--- config.mk ---
export PLATFORM = sky130hd
export DESIGN_NAME = des3_sig_collect
export DESIGN_NICKNAME = d
export VERILOG_FILES = /design/src/rtl/des3_sig_collect.sv
export SDC_FILE = /design/constraint.sdc
export NUM_CORES = 1
export LEC_CHECK = 0
export ABC_AREA = 1
export BUFFER_PORTS_ARGS = -buffer_cell sky130_fd_sc_hd__buf_2
export CAP_MARGIN = 20
export CORE_AREA = 2 2 161 100
export CTS_BUF_LIST = sky130_fd_sc_hd__clkbuf_4
export DETAILED_ROUTE_END_ITERATION = 10
export DIE_AREA = 0 0 163 102
export PLACE_DENSITY = 0.6
export SLEW_MARGIN = 10
export SYNTH_ARGS = -nofsm -noshare
export SYNTH_HDL_FRONTEND = slang
export SYNTH_SLANG_ARGS = --single-unit
--- constraint.sdc ---
create_clock -name clk -period 2.8 [get_ports clk]
set_input_delay 0.28 -clock clk [delete_from_list [all_inputs] [get_ports clk]]
set_output_delay 0.28 -clock clk [all_outputs]
set_load 0.01 [all_outputs]
--- src/rtl/des3_sig_collect.sv ---
// Response compactor for the DES3 test flow. Samples the core output once per
// vector period, folds it into a 64-bit MISR and flags done/pass after NUM_VEC vectors.
//
// state | meaning
// IDLE  | waiting for en; phase counter already free-running
// RUN   | capturing one vector per period while en is high
// DONE  | signature frozen; left only through rst
module des3_sig_collect #(
    parameter int          PERIOD     = 31,
    parameter int          SAMPLE_CYC = 29,
    parameter int          NUM_VEC    = 16,
    parameter logic [63:0] MISR_POLY  = 64'h0000_0000_0000_001B,
    parameter logic [63:0] GOLDEN_SIG = 64'h0
) (
    input  logic        clk,
    input  logic        rst,
    input  logic        en,
    input  logic [63:0] desOut,
    input  logic        decrypt,
    output logic [63:0] sig,
    output logic [15:0] vec_cnt,
    output logic        sample_stb,
    output logic        done,
    output logic        pass
);

    localparam int            PW           = $clog2(PERIOD);
    localparam logic [PW-1:0] PHASE_LAST   = PW'(PERIOD - 1);
    localparam logic [PW-1:0] PHASE_SAMPLE = PW'(SAMPLE_CYC);
    localparam logic [15:0]   VEC_LAST     = 16'(NUM_VEC - 1);

    typedef enum logic [1:0] {
        IDLE = 2'd0,
        RUN  = 2'd1,
        DONE = 2'd2
    } state_t;

    state_t        state;
    logic [PW-1:0] phase;
    logic          capture;
    logic [63:0]   misr_next;

    assign capture   = (state == RUN) && en && (phase == PHASE_SAMPLE);
    // decrypt rides on bit 0 so an encrypt/decrypt mix-up changes the signature
    assign misr_next = {sig[62:0], 1'b0} ^ (sig[63] ? MISR_POLY : 64'h0)
                     ^ (desOut ^ {63'b0, decrypt});

    always_ff @(posedge clk) begin
        if (rst) begin
            state      <= IDLE;
            phase      <= '0;
            sig        <= '0;
            vec_cnt    <= '0;
            sample_stb <= 1'b0;
            done       <= 1'b0;
            pass       <= 1'b0;
        end else begin
            phase      <= (phase == PHASE_LAST) ? '0 : phase + 1'b1;
            sample_stb <= capture;
            case (state)
                IDLE: begin
                    if (en)
                        state <= RUN;
                end
                RUN: begin
                    if (capture) begin
                        sig     <= misr_next;
                        vec_cnt <= vec_cnt + 16'd1;
                        if (vec_cnt == VEC_LAST) begin
                            state <= DONE;
                            done  <= 1'b1;
                            pass  <= (misr_next == GOLDEN_SIG);
                        end
                    end
                end
                DONE: ;
                default: state <= IDLE;
            endcase
        end
    end

endmodule
==> parameters.txt, run 1 <==
Parameter                              Value

Status
  Outcome ... finished clean

STA
  Post-route minimum period ... between 1.5 and 2 ns
  Worst clock skew on the final layout ... about 0.018 ns
  Unrepaired setup endpoints after global routing ... no
  Count of pins over their slew limit ... 0
  Maximum operating frequency ... 519 MHz
  Post-route clock period utilization ... ~69%
  Final critical-path setup slack ... between 0.8 and 0.9 ns
  Slew HR ... 71.4%
  Number of failing setup endpoints in the final timing report ... 0
  Final setup TNS ... 0 ns
  Number of hold violations in the final report ... 0
  Slew at the pin with the worst max-slew slack ... 0.429 ns

Setup path
  Setup crit start kind ... flip-flop
  R2r startpoint ... phase[0]$_SDFF_PP0_
  Data arrival time of the worst path ... around 2.3 ns
  Minimum setup slack among reg-to-reg paths ... around 0.87 ns
  Worst R2R End ... vec_cnt[15]$_SDFFE_PP0P_
  Number of cell instances on the worst register-to-register path ... 11
  Type of destination of the critical path ... flip-flop
  Maximum fanout encountered on the critical timing path ... 60
  Data required, critical path ... roughly 3.2 ns
  Type of the worst setup path ... reg -> reg

Route
  Routed Antenna Nets ... 0
  Drt first-iter violations ... approximately 250
  Number of iterations in the first detailed-routing pass ... 4
  Detailed-route wire length per cell ... around 12 um
  Total number of vias ... around 4,300
  Detailed-route wire length ... between 10,000 and 15,000 um
  DRC violation count after routing ... 0
  Vias/cell ... 4.29

Synth
  Xor and xnor area share after synthesis ... 8.02%
  Number of distinct library cells after synthesis ... 28
  Total of warnings raised by yosys ... 0
  Mean instance size in the synthesized netlist ... ~6.8 um2
  Post-synthesis instance area ... between 0.004 and 0.005 mm2
  Multiplexer fraction of the synthesized cell area ... 0%
  Seq/Total Area, Yosys ... between 40% and 50%
  Number of nets produced by synthesis ... approximately 730
  Share of Yosys cell area claimed by the top area cell type ... between 40 and 50%
  Adder and majority cell fraction of the synthesized area ... under 10%
  Largest family of logic cells by synthesized area ... simple AND/OR/NAND/NOR gates
  Cells after synthesis ... 662
  Post-synthesis share of cell area spent on and, or, nand and nor gates ... 26.7%
  Complex-gate fraction of the synthesized area ... 14.7%
  Leading post-synthesis cells by cell area ... dfxtp_1 40%, nand2_1 12%, nor2_1 9.3%
  Number of synthesized register bits ... 90
  Cell type contributing the most total cell area after synthesis ... dfxtp_1

Power and ir drop
  Leak pwr ... 0.00276 uW
  Worst-case vdd ir drop ... ~0.19 mV
  Power density over cell area ... roughly 380 mW/mm2

Final layout
  Relative area change from synthesis to final layout ... 23.7%
  Sequential Area ... 0.00180 mm2
  Footprint of the multi-input gates ... between 0.002 and 0.0025 mm2
  Count of nets after finishing ... a little under 900
  Count of inserted antenna diode cells ... 0
  Number of fill cells ... around 1,600
  Fraction of final layout cells with drive strength greater than 1 ... approximately 23%
  Post-layout instance count excluding filler cells ... 1,011
  Final design instance area without fill ... 0.00554 mm2

Clock network
  Total of cells resized after clock tree synthesis ... 0
  Clock buffers created by TritonCTS ... 9
  CTS tree ... yes
  CTS H-tree depth ... 3
  Number of buffers inserted to repair setup after CTS ... 0
  CTS max path bufs ... 2
  Cell at the root of the clock tree ... clkbuf_4
  CTS sink cnt ... 90
  Latest clock arrival within the worst-skew pair ... about 0.44 ns
  Clock input transition at the sequential cells of the worst setup and hold paths ... ~0.15 ns
  Number of hold buffers added after CTS ... 0

Min path
  Cell depth of the worst hold path ... 4
  Worst min-delay path category ... in -> reg
  HP Start ... desOut[38]
  Hold path endpoint ... sig[38]$_SDFFE_PP0P_

Global routing
  First-pass GRT wire length ... between 20,000 and 25,000 um
  Total routing resource utilization after global routing ... between 10% and 20%
  Overflow left after global routing ... 0
  Initial antenna violation count ... 0
  Maximum number of pins on one net before global-route repair ... roughly 60
  Via count of the first global-routing pass ... approximately 4,000

Floorplan
  Initial core utilization ... between 20% and 30%
  CORE AREA ... between 0.015 and 0.02 mm2
  Die extent in y ... 102 um
  Number of top-level pins ... 151
  Number of core rows ... 35
  Die W ... 163 um
  Area enclosed by the die boundary ... about 0.017 mm2

Place
  Number of cells after detailed placement ... 996
  Worst setup slack before clock tree synthesis ... between 0.9 and 1 ns
  Placer's final routability congestion estimate ... about 0.79
  Area post-placement ... 0.00543 mm2
  Count of input and output buffers ... 150
  Post-detail-place hpwl ... 9480 um

Job
  MaxCap Viol Count ... 0
## per-stage QoR
| step | util, % | power [uW] | hold slack [ns] |
|---|---|---|---|
| 3_5_place_dp | 35.9 | 1510 | 0.449 |
| 5_1_grt | 36.7 | 2230 | 0.118 |
| 4_1_cts | 36.7 | 2160 | 0.0955 |
| 2_1_floorplan | - | 1420 | 0.445 |
| 6_report | 36.7 | 2120 | 0.138 |
| 3_3_place_gp | 35.9 | 1510 | 0.443 |
## cell families after synthesis
kind of cell,Yosys count
buffers and inverters,106
AOI/OAI and AO/OA,129
adders and majority gates,4
and+or+nand+nor,292
xor gates and xnor gates,41
DFF,90
## metal layers
metal / part of all wire, % / track usage [%]
met4: 0.60 / 3.06
met1: 56 / 23.3
met5: 0 / 0
met3: 6.9 / 4.55
met2: 37 / 21.3
## power by group
part           switching (uW)  internal, uW
sequential               4.56          1290
clock                     457           179
combinational             108          80.3
total                     570          1550
## synthesized netlist by cell type
library cell / instances
nand2_1: 148
nor2_1: 111
dfxtp_1: 90
inv_1: 82
o21ai_0: 73
a21oi_1: 48
xor2_1: 32
clkbuf_1: 14
nand3_1: 12
xnor2_1: 9
buf_2: 8
nor3_1: 7
ha_1: 4
nor2_4: 4
o21ai_1: 3
a31oi_1: 2
nand2_2: 2
nand4_1: 2
nor3b_1: 2
a31o_2: 1
a41oi_1: 1
buf_1: 1
clkinv_4: 1
nand2_4: 1
nand3_4: 1
nor2_2: 1
nor3_2: 1
o21a_1: 1
## sequential cells by signal, indices dropped and copies added (netlist names)
register / cells
phase: 5
sample_stb: 1
done: 1
state: 2
vec_cnt: 16
sig: 64
pass: 1
## cells in the final DEF, fill, tap and decap left out, types with 7 or more instances in the layout
| cell type | Yosys | final |
|---|---|---|
| dfxtp_1 | 90 | 90 |
| a21oi_1 | 48 | 48 |
| nor3_1 | 7 | 7 |
| xor2_1 | 32 | 32 |
| inv_1 | 82 | 81 |
| nand3_1 | 12 | 12 |
| buf_2 | 8 | 150 |
| nor2_1 | 111 | 111 |
| xnor2_1 | 9 | 9 |
| nand2_1 | 148 | 148 |
| o21ai_0 | 73 | 73 |
| clkbuf_4 | 0 | 9 |
## critical path, stage by stage (launching register included)
cell      delay [ns]
dfxtp_1         0.43
ha_1            0.18
nand2_1         0.08
nor2_4          0.12
nand2_4         0.07
clkinv_4        0.33
nand3_4         0.16
nor2_4          0.14
nand2_2         0.08
o21ai_1         0.13
nand2_1         0.06
nor2_1          0.09
## how the worst max path moves through the flow
stage                                  startpoint                       end  slack, ns  depth (start not counted)
after global placement        phase[1]$_SDFF_PP0_      sig[31]$_SDFFE_PP0P_       0.97                          9
after detailed placement      phase[1]$_SDFF_PP0_      sig[19]$_SDFFE_PP0P_       0.91                          9
final                         phase[0]$_SDFF_PP0_  vec_cnt[15]$_SDFFE_PP0P_       0.87                         11
after CTS                     phase[1]$_SDFF_PP0_      sig[25]$_SDFFE_PP0P_       0.86                          9
after global routing          phase[1]$_SDFF_PP0_      sig[19]$_SDFFE_PP0P_       0.63                          9
after floorplan           vec_cnt[0]$_SDFFE_PP0P_  vec_cnt[12]$_SDFFE_PP0P_       1.27                          8
## area by class of cell
cell class	instances	share of cell area, %
repair buffers	154	14.3
multi-input cells	466	40.9
clock inverters	6	0.768
clock buffers	9	1.22
inverters	83	5.71
well taps	203	4.58
flip-flops and latches	90	32.5
No activity file was read; power rests on OpenSTA's default activity.
==> run 2, diff against run 1 <==
- PLACE_DENSITY: 0.6 -> 0.62
- clock period: 2.8 -> 1.6 ns (I/O delays scaled with it)
==> run 2 against run 1 <==
  * Clock skew is 0.013 ns higher
  * Utilization increased by 3.6 points
  * Setup slack got worse by 0.81 ns
  * Critical path depth shrank 2
  * Non-clock buffer count is 47 higher
  * Sequential power increased by 75%
  * Flip-flop and latch count stayed put
  * Global-route usage is 1.4 points higher
  * Fmax grew 25%
  * Largest power group unchanged
  * Power up 92%
  * Critical path type unchanged
  * Clock power is 120% higher
==> parameters.txt, run 2 (synthesis results as in run 1) <==
Parameter                              Value

Setup path
  Slowest Stage Delay on Critical Path ... 0.35 ns (was 0.43 ns)
  Worst path cell trace ... inv_2 > ha_4 > nand2_4 > nor2_4 > nand2_4 > buf_4 > buf_4 > o21ai_0 > nor2_1 (was ha_1 > nand2_1 > nor2_4 > nand2_4 > clkinv_4 > nand3_4 > nor2_4 > nand2_2 > o21ai_1 > nand2_1 > nor2_1)
  R2r startpoint ... phase[1]$_SDFF_PP0_ (was phase[0]$_SDFF_PP0_)
  Worst setup startpoint ... phase[1]$_SDFF_PP0_ (was phase[0]$_SDFF_PP0_)
  Data arrival time of the worst path ... 1.90 ns (was 2.32 ns)
  Slowest cell on the critical path ... dfxtp_2 (was dfxtp_1)
  Data required, critical path ... 1.96 ns (was 3.19 ns)
  Setup crit start kind ... flip-flop (unchanged)
  Type of the worst setup path ... reg -> reg (unchanged)
  Maximum fanout encountered on the critical timing path ... 27 (was 60)
  Type of destination of the critical path ... flip-flop (unchanged)

STA
  Post-route minimum period ... 1.54 ns (was 1.93 ns)
  Worst clock skew on the final layout ... 0.0312 ns (was 0.0179 ns)
  Slew at the pin with the worst max-slew slack ... 0.353 ns (was 0.429 ns)
  Final setup TNS ... 0 ns (unchanged)
  Maximum operating frequency ... 650 MHz (was 519 MHz)
  Post-route clock period utilization ... 96.2% (was 68.8%)
  Number of hold violations in the final report ... 0 (unchanged)
  Unrepaired setup endpoints after global routing ... yes (was no)
  Slew HR ... 76.4% (was 71.4%)
  Number of failing setup endpoints in the final timing report ... 0 (unchanged)
  Final critical-path setup slack ... 0.0612 ns (was 0.873 ns)
  Count of pins over their slew limit ... 0 (unchanged)
  Final-layout worst hold slack ... 0.0432 ns (was 0.138 ns)

Floorplan
  Area enclosed by the die boundary ... 0.0166 mm2 (unchanged)
  Number of top-level pins ... 151 (unchanged)
  Die W ... 163 um (unchanged)
  Die extent in y ... 102 um (unchanged)
  CORE AREA ... 0.0151 mm2 (unchanged)
  Initial core utilization ... 29.6% (unchanged)
  Number of core rows ... 35 (unchanged)

Clock network
  Latest clock arrival within the worst-skew pair ... 0.47 ns (was 0.44 ns)
  CTS H-tree depth ... 3 (unchanged)
  CTS sink cnt ... 90 (unchanged)
  Clock buffers created by TritonCTS ... 9 (unchanged)
  Clock input transition at the sequential cells of the worst setup and hold paths ... 0.15 ns (about the same)
  CTS max path bufs ... 2 (unchanged)
  Cell at the root of the clock tree ... clkbuf_4 (unchanged)
  CTS tree ... yes (unchanged)

Final layout
  Most frequent standard cell in the layout excluding fill and tap cells ... buf_2 (unchanged)
  Sequential Area ... 0.00181 mm2 (was 0.00180 mm2)
  Footprint of the multi-input gates ... 0.00230 mm2 (was 0.00226 mm2)
  Fraction of final layout cells with drive strength greater than 1 ... 25.5% (was 22.5%)
  Post-layout utilization of the core ... 40.3% (was 36.7%)
  Largest reg by FF count ... sig (unchanged)
  Most frequent cells in the layout ... 150 x buf_2, 145 x nand2_1, 110 x nor2_1 (was 150 x buf_2, 148 x nand2_1, 111 x nor2_1)
  Relative area change from synthesis to final layout ... 35.8% (was 23.7%)
  Max reg flops ... 64 (unchanged)
  Count of nets after finishing ... 923 (was 876)
  Final design instance area without fill ... 0.00608 mm2 (was 0.00554 mm2)
  Number of fill cells ... 1,602 (was 1,634)
  Top flop regs ... sig: 64 flops, vec_cnt: 16 flops, phase: 5 flops (unchanged)

Power and ir drop
  Net switching fraction of the power ... 27.3% (was 26.9%)
  Fraction of power consumed by sequential logic ... 55.5% (was 61.0%)
  Internal ... 2960 uW (was 1550 uW)
  Relative contribution of the clock network to total power ... 34.4% (was 30.1%)
  Combinational share of power ... 10.0% (was 8.9%)
  P_sw ... 1110 uW (was 570 uW)
  Power density over cell area ... 668 mW/mm2 (was 382 mW/mm2)
  Leak pwr ... 0.00302 uW (was 0.00276 uW)
  Worst-case vdd ir drop ... 0.480 mV (was 0.187 mV)

Job
  MaxCap Viol Count ... 0 (unchanged)

Route
  DRC violation count after routing ... 0 (unchanged)
  Routed Antenna Nets ... 0 (unchanged)
  Total number of vias ... 4,636 (was 4,333)
  Vias/cell ... 4.37 (was 4.29)
  Number of iterations in the first detailed-routing pass ... 5 (was 4)
  Detailed-route wire length per cell ... 12.9 um (was 12.3 um)
  Drt first-iter violations ... 277 (was 245)
  Detailed-route wire length ... 13,600 um (was 12,400 um)

Place
  Placer's final routability congestion estimate ... 0.810 (was 0.792)
  Count of input and output buffers ... 150 (unchanged)
  Worst setup slack before clock tree synthesis ... 0.0102 ns (was 0.907 ns)
  Post-detail-place hpwl ... 10,100 um (was 9480 um)
  Area post-placement ... 0.00558 mm2 (was 0.00543 mm2)

Status
  Outcome ... finished clean (unchanged)

Global routing
  First-pass GRT wire length ... 21,700 um (was 20,000 um)
  Via count of the first global-routing pass ... 4,209 (was 3,965)
  Overflow left after global routing ... 0 (unchanged)
  Initial antenna violation count ... 1 (was 0)
  Maximum number of pins on one net before global-route repair ... 52 (was 61)
  Total routing resource utilization after global routing ... 16.7% (was 15.4%)

Min path
  Worst min-delay path category ... in -> reg (unchanged)
  HP Start ... desOut[18] (was desOut[38])
## run 2: cell types whose count changed in the layout (fill, tap and decap cells not counted), sizes merged
cell	previous run	this run
buf	154	176
inv	83	87
clkinv	4	2
diode	0	1
clkinvlp	2	0
dlygate4sd3	0	25
bufinv	0	1
## run 2: stage by stage
step / power (uW) / instances
2_1_floorplan: 2480 / 662
3_3_place_gp: 2650 / 1011
3_5_place_dp: 2650 / 1011
4_1_cts: 4130 / 1054
5_1_grt: 4290 / 1059
6_report: 4070 / 1060
## run 2: critical path: cells and delay by family, from the launching register on
family | cells | cell delay [ns]
AO/OA/AOI/OAI | 1 | 0.19
adder cells (fa/ha/maj) | 1 | 0.13
buffers and inverters | 3 | 0.43
flip-flops | 1 | 0.35
AND/OR/NAND/NOR | 4 | 0.33
## run 2: metal layers
layer | track usage (%) | up-vias | wire [um]
met5 | 0 | - | 13
li1 | - | 2463 | -
met2 | 24.0 | 170 | 5320
met4 | 3.68 | 2 | 85
met3 | 4.99 | 9 | 1110
met1 | 24.6 | 1992 | 7110
## run 2: worst paths after layout
kind / end / slack [ns] / cells after the start
worst max-delay path: sig[12]$_SDFFE_PP0P_ / 0.06 / 9
worst min-delay path: sig[18]$_SDFFE_PP0P_ / 0.04 / 4
worst max register to register: sig[12]$_SDFFE_PP0P_ / 0.06 / 9
worst min register to register: done$_SDFFE_PP0P_ / 0.48 / 1
## run 2: area by class of cell
type                            instances  share of cell area, %
Multi-Input combinational cell        466                   37.9
Inverter                               83                   5.20
Antenna cell                            1                 0.0411
Clock buffer                            9                   1.11
Sequential cell                        90                   29.7
Tap cell                              203                   4.17
Clock inverter                          7                   1.34
Timing Repair Buffer                  201                   20.5
## run 2: power by group through the flow
stage | clock (uW) | sequential, uW | combinational [uW]
finish | 1400 | 2260 | 407
global route | 1560 | 2260 | 461
CTS | 1470 | 2260 | 397
detailed placement | 0 | 2300 | 347
global placement | 0 | 2300 | 346
floorplan | 0 | 2310 | 179
## run 2: repair_timing
| action | CTS | global route |
|---|---|---|
| endpoints found under the setup margin | 1 | 36 |
| endpoints found under the hold margin | 28 | 0 |
| gates resized for setup | 0 | 21 |
| hold buffers | 25 | 0 |
| pin swaps | 0 | 2 |
| setup buffers | 2 | 5 |
